[src/rtl/phy_tx_pkg.sv]
// Shared definitions for the TX link sequencer: word width, control symbols
// and the link state encoding.
package phy_tx_pkg;

   localparam int WORD_W = 32;

   localparam logic [7:0] COM_SYM = 8'hBC;
   localparam logic [7:0] IDL_SYM = 8'h7C;
   localparam logic [7:0] SKP_SYM = 8'h1C;

   typedef enum logic [1:0] {
      ST_DOWN  = 2'd0,
      ST_TRAIN = 2'd1,
      ST_RUN   = 2'd2
   } link_state_e;

   // Control words carry one symbol replicated across all four byte lanes.
   function automatic logic [WORD_W-1:0] rep4(input logic [7:0] sym);
      return {4{sym}};
   endfunction

endpackage

[src/rtl/phy_tx_wrap_cnt.sv]
// Free-running counter over 0..MAX-1 with synchronous clear and a
// terminal-count flag raised while the count sits at MAX-1.
module phy_tx_wrap_cnt #(
   parameter int MAX = 16,
   localparam int CW = (MAX > 1) ? $clog2(MAX) : 1
) (
   input  logic clk,
   input  logic reset,
   input  logic clr,
   input  logic inc,
   output logic tc
);

   logic [CW-1:0] cnt_q;
   logic [CW-1:0] cnt_d;

   assign tc = (cnt_q == CW'(MAX - 1));

   // NOTE: cnt_d is given its hold value before any branch, so every path
   // assigns it and no latch can be inferred.
   always_comb begin
      cnt_d = cnt_q;
      if (clr) begin
         cnt_d = '0;
      end else if (inc) begin
         cnt_d = tc ? '0 : cnt_q + CW'(1);
      end
   end

   // NOTE: state is updated with non-blocking assignments so every flop
   // samples the pre-edge values regardless of block ordering.
   always_ff @(posedge clk) begin
      if (!reset) begin
         cnt_q <= '0;
      end else begin
         cnt_q <= cnt_d;
      end
   end

endmodule

[src/rtl/phy_tx_link_ctrl.sv]
// Link sequencer ahead of the TX striping stage: trains with COM words, then
// forwards requester words, filling gaps with IDL and pacing SKP insertion.
module phy_tx_link_ctrl
   import phy_tx_pkg::*;
#(
   parameter int TRAIN_LEN     = 16,
   parameter int SKIP_INTERVAL = 64
) (
   input  logic              clk,
   input  logic              reset,
   input  logic              enable,
   input  logic [WORD_W-1:0] in_data,
   input  logic              in_valid,
   output logic              in_ready,
   output logic [WORD_W-1:0] data_out,
   output logic              valid_out,
   output logic              k_out,
   output logic              link_up,
   output logic [15:0]       words_sent
);

   link_state_e       state_q, state_d;
   logic [WORD_W-1:0] data_q, data_d;
   logic              valid_q, valid_d;
   logic              k_q, k_d;
   logic              link_up_q, link_up_d;
   logic [15:0]       words_q, words_d;

   logic train_tc;
   logic skip_due;
   logic train_clr;
   logic skip_clr;

   // Counters only run while their state is held with enable high, so a
   // dropped enable restarts training and realigns SKP pacing on re-entry.
   assign train_clr = !(state_q == ST_TRAIN && enable);
   assign skip_clr  = !(state_q == ST_RUN && enable);

   phy_tx_wrap_cnt #(.MAX(TRAIN_LEN)) u_train_cnt (
      .clk   (clk),
      .reset (reset),
      .clr   (train_clr),
      .inc   (1'b1),
      .tc    (train_tc)
   );

   phy_tx_wrap_cnt #(.MAX(SKIP_INTERVAL)) u_skip_cnt (
      .clk   (clk),
      .reset (reset),
      .clr   (skip_clr),
      .inc   (1'b1),
      .tc    (skip_due)
   );

   assign in_ready = reset && enable && (state_q == ST_RUN) && !skip_due;

   always_comb begin
      state_d   = state_q;
      data_d    = '0;
      valid_d   = 1'b0;
      k_d       = 1'b0;
      link_up_d = 1'b0;
      words_d   = words_q;

      unique case (state_q)
         ST_DOWN: begin
            if (enable) state_d = ST_TRAIN;
         end
         ST_TRAIN: begin
            if (!enable) begin
               state_d = ST_DOWN;
            end else begin
               data_d  = rep4(COM_SYM);
               valid_d = 1'b1;
               k_d     = 1'b1;
               if (train_tc) state_d = ST_RUN;
            end
         end
         ST_RUN: begin
            if (!enable) begin
               state_d = ST_DOWN;
            end else begin
               valid_d   = 1'b1;
               link_up_d = 1'b1;
               if (skip_due) begin
                  data_d = rep4(SKP_SYM);
                  k_d    = 1'b1;
               end else if (in_valid) begin
                  data_d  = in_data;
                  words_d = words_q + 16'd1;
               end else begin
                  data_d = rep4(IDL_SYM);
                  k_d    = 1'b1;
               end
            end
         end
         default: state_d = ST_DOWN;
      endcase
   end

   always_ff @(posedge clk) begin
      if (!reset) begin
         state_q   <= ST_DOWN;
         data_q    <= '0;
         valid_q   <= 1'b0;
         k_q       <= 1'b0;
         link_up_q <= 1'b0;
         words_q   <= '0;
      end else begin
         state_q   <= state_d;
         data_q    <= data_d;
         valid_q   <= valid_d;
         k_q       <= k_d;
         link_up_q <= link_up_d;
         words_q   <= words_d;
      end
   end

   assign data_out   = data_q;
   assign valid_out  = valid_q;
   assign k_out      = k_q;
   assign link_up    = link_up_q;
   assign words_sent = words_q;

endmodule

[config.mk]
export PLATFORM = sky130hd
export DESIGN_NAME = phy_tx_link_ctrl
export DESIGN_NICKNAME = d
export VERILOG_FILES = /design/src/rtl/phy_tx_pkg.sv /design/src/rtl/phy_tx_wrap_cnt.sv /design/src/rtl/phy_tx_link_ctrl.sv
export SDC_FILE = /design/constraint.sdc
export NUM_CORES = 1
export LEC_CHECK = 0
export ABC_AREA = 1
export BUFFER_PORTS_ARGS = -buffer_cell sky130_fd_sc_hd__buf_2
export CAP_MARGIN = 15
export CORE_MARGIN = 8
export CORE_UTILIZATION = 55
export CTS_BUF_LIST = sky130_fd_sc_hd__clkbuf_8
export DETAILED_ROUTE_END_ITERATION = 16
export PLACE_DENSITY = 0.87
export SLEW_MARGIN = 20
export SYNTH_ARGS = -nofsm -noshare
export SYNTH_HDL_FRONTEND = slang
export SYNTH_SLANG_ARGS = --single-unit
[constraint.sdc]
create_clock -name clk -period 4.85 [get_ports clk]
set_clock_uncertainty 0.2 [all_clocks]
set_input_delay 0.97 -clock clk [delete_from_list [all_inputs] [get_ports clk]]
set_output_delay 0.97 -clock clk [all_outputs]
set_load 0.01 [all_outputs]
==> impl_metrics.toml <==
[min_path]
hold_path.class = "flop to flop"

[synthesis]
synth_nets = 342
post_synth_instance_area_sq_um = 2491
synth-seq-area-share_pct = 50.63
synthFlopType = "sky130_fd_sc_hd__dfxtp_1"
synth_enable_flop_cells = 0
async_reset_ff_share_pct = 0
postSynthCellCount = 300
ys_types = 31
synth.yosys.warnings = 0
yosys_register_bits = 63
synthesis.area_per_instance_sq_um = 8.304

[critical_path]
worstSetupStartpoint = "reset"
rr_endpoint = "data_out[24]$_SDFF_PN0_"
ff2ff_setup_slack_ps = 2670
critical_path_peak_fanout = 18
startpoint_type = "input pin"
critical_path_buf_inv_count = 2
crit_path_frequent_cell = "sky130_fd_sc_hd__buf_2"
cp-end-kind = "primary output"
worstPathRequired_ps = 3680
sequence_of_cells_on_the_critical_path = "buf_2 -> nand2_1 -> nor2_4 -> buf_2"
worstPathArrival_ps = 1790
cp.depth = 4
setup.worst_path.end = "in_ready"
worst_r2r_path_depth = 4
timing_worst_setup_path_type = "input pin to primary output"
critical-path-top-delay-family = "buffers and inverters"
crit_reg_reg_startpoint = "state_q[1]$_SDFFE_PN0P_"
timing.critical_path.slowest_stage_cell = "sky130_fd_sc_hd__buf_2"
stage_delay_of_the_slowest_cell_on_the_critical_path_ps = 290

[placement]
gp_congestion = 0.8153
buffer_ports.inserted = 87
dp_hpwl_um = 4483
placed_cell_area_sq_um = 2910

[timing]
max_freq_mhz = 337.8
setup-tns-final_ps = 0
worst_slew_pin_slew_ps = 567.9
finalMaxSlewViolations = 0
rsz0062_at_grt = "no"
maxSlewHeadroom_pct = 62.05
whs_ps = 246.5
finalWorstPathRequiredPeriod_ps = 2961
final_min_period_over_clock_period_pct = 61.04
finalSetupViolCount = 0
timing_hold_violations_final = 0

[cts]
holdBufCountCts = 0
worstSkewPairLatency_ps = 330
clock_path_buffers = 2
max_h_tree_level = 3
clkSinkCount = 63
post_cts_setup_inserts = 0
cts_root_buffer = "sky130_fd_sc_hd__clkbuf_8"
cts_resized = 0
worst_setup_hold_path_clk_slew_ps = 70
cts_buffers = 9
tritoncts = "done"

[global_routing]
gr-usage-all-layers_pct = 17.23
first_global_vias = 2221
number_of_antenna_violations_at_the_first_check_in_global_routing = 0
grt_max_degree = 23
grt_first_pass_wirelength_um = 9929
grt_overflow_total = 0

[detailed_routing]
routed_wire_length_um = 5936
met3_length_um = 559
first_pass_iters = 5
wl_per_cell_um = 13.34
route.met2.wl_um = 2824
ant_nets = 0
drt_iter0_drc = 97
maxUsedRoutingLayer = "met4"
detail_route.drc_violations = 0
vias_after_detailed_routing = 2238
route.detailed.vias_per_inst = 5.029
drt-met1-wl_um = 2520

[die]
floorplan.die_area_sq_um = 6939
die_width_um = 83.30
design.portCount = 88
initial_utilization_pct = 57.21
floorplan.die.height_um = 83.30
rows = 24
placeableCoreArea_sq_um = 4354

[power]
vdd_drop_max_mv = 0.3032
p_per_area_nw_per_um2 = 350.6
power_leakage_nw = 1.521

[cells_and_area]
design_area_sq_um = 3108
antenna_cells_inserted = 0
design.final.nets = 430
final_core_util_pct = 71.38
area_growth_from_synthesis_to_layout_pct = 24.76
filler_cell_count = 358
drive_gt1_share_pct = 30.79

[outcome]
outcome = "finished, final reports clean"

[flow_run]
number_of_violations_of_the_max_capacitance_limit = 0
-- power breakdown --
group	switching (mW)	internal (mW)	leakage (nW)	total, mW
Sequential	0.00445	0.532	0.508	0.537
Combinational	0.0682	0.0361	0.914	0.104
Clock	0.200	0.248	0.0981	0.449
Total	0.273	0.817	1.52	1.09
-- worst min-delay path by stage --
| stage | start | end | depth (start not counted) |
|---|---|---|---|
| 2_1_floorplan | u_skip_cnt.cnt_q[0]$_SDFF_PP0_ | u_skip_cnt.cnt_q[0]$_SDFF_PP0_ | 1 |
| 3_3_place_gp | u_train_cnt.cnt_q[0]$_SDFF_PP0_ | u_train_cnt.cnt_q[0]$_SDFF_PP0_ | 1 |
| 3_5_place_dp | u_skip_cnt.cnt_q[0]$_SDFF_PP0_ | u_skip_cnt.cnt_q[0]$_SDFF_PP0_ | 1 |
| 4_1_cts | u_skip_cnt.cnt_q[0]$_SDFF_PP0_ | u_skip_cnt.cnt_q[0]$_SDFF_PP0_ | 1 |
| 5_1_grt | u_skip_cnt.cnt_q[0]$_SDFF_PP0_ | u_skip_cnt.cnt_q[0]$_SDFF_PP0_ | 1 |
| 6_report | u_skip_cnt.cnt_q[0]$_SDFF_PP0_ | u_skip_cnt.cnt_q[0]$_SDFF_PP0_ | 1 |
-- synth_stat cells (2+ instances only) --
| cell type | n | area (sq um) |
|---|---|---|
| sky130_fd_sc_hd__ha_1 | 6 | 75.07 |
| sky130_fd_sc_hd__nor3_1 | 4 | 20.02 |
| sky130_fd_sc_hd__nor2_1 | 51 | 191.4 |
| sky130_fd_sc_hd__a21oi_1 | 19 | 95.09 |
| sky130_fd_sc_hd__clkbuf_1 | 2 | 7.510 |
| sky130_fd_sc_hd__o211ai_1 | 4 | 30.03 |
| sky130_fd_sc_hd__nor2_4 | 3 | 33.78 |
| sky130_fd_sc_hd__inv_2 | 2 | 7.510 |
| sky130_fd_sc_hd__nand3_1 | 29 | 145.1 |
| sky130_fd_sc_hd__nor2_2 | 2 | 12.51 |
| sky130_fd_sc_hd__nand2_4 | 2 | 22.52 |
| sky130_fd_sc_hd__o21ai_0 | 3 | 15.01 |
| sky130_fd_sc_hd__nand2_1 | 60 | 225.2 |
| sky130_fd_sc_hd__xor2_1 | 5 | 43.79 |
| sky130_fd_sc_hd__buf_6 | 4 | 45.04 |
| sky130_fd_sc_hd__nand3_2 | 2 | 20.02 |
| sky130_fd_sc_hd__nand2_2 | 4 | 25.02 |
| sky130_fd_sc_hd__nor3b_1 | 6 | 45.04 |
| sky130_fd_sc_hd__inv_1 | 18 | 67.56 |
| sky130_fd_sc_hd__dfxtp_1 | 63 | 1261 |
-- cell usage in the layout (no fill, tap or decap), drive strengths merged --
master	Yosys	routed
buf	7	87
nand2	66	66
dfxtp	63	63
nor2	56	56
nand3	32	32
inv	20	20
a21oi	19	19
clkbuf	3	10
nor3b	6	6
ha	6	6
xor2	5	5
clkinv	1	4
o211ai	4	4
nor3	4	4
o21ai	3	3
clkinvlp	0	2
o21bai	1	1
nand4	1	1
o211a	1	1
a211oi	1	1
xnor2	1	1
bufinv	0	1
-- flip-flops by register name, summed over array words and instances, names as in the netlist --
signal and cells:
state_q 2, words_sent 16, k_out 1, u_train_cnt.cnt_q 4
u_skip_cnt.cnt_q 6, data_out 32, link_up 1, valid_out 1
-- kinds of logic after synthesis --
logic type / after synthesis / share of synthesized area [%]
and+or+nand+nor: 165 / 30.69
xor gates and xnor gates: 6 / 2.109
adders and majority gates: 6 / 3.013
AOI/OAI and AO/OA: 29 / 7.082
DFF: 63 / 50.63
buffers and inverters: 31 / 6.478
-- through the flow --
| stage | instances | total power, mW | setup slack [ps] |
|---|---|---|---|
| after floorplan | 300 | 0.6159 | 2253 |
| after global placement | 429 | 0.6498 | 1908 |
| after detailed placement | 429 | 0.6533 | 1897 |
| after CTS | 445 | 1.100 | 1894 |
| after global routing | 445 | 1.130 | 1826 |
| final | 445 | 1.090 | 1889 |
-- per-layer routing --
layer / vias up / global-route usage [%]
met5: - / 0
met4: 0 / 9.585
met3: 3 / 6.738
met2: 82 / 27.93
met1: 1015 / 18.80
li1: 1138 / -
-- cell type report --
class | count | area [sq um] | share of cell area (%)
clock buffers | 10 | 137.6 | 4.428
clock inverters | 6 | 60.06 | 1.932
inverters | 21 | 80.08 | 2.576
multi-input cells | 206 | 1069 | 34.38
flip-flops and latches | 63 | 1261 | 40.58
well taps | 52 | 65.06 | 2.093
repair buffers | 87 | 435.4 | 14.01
(Power assumes the default switching activity.)
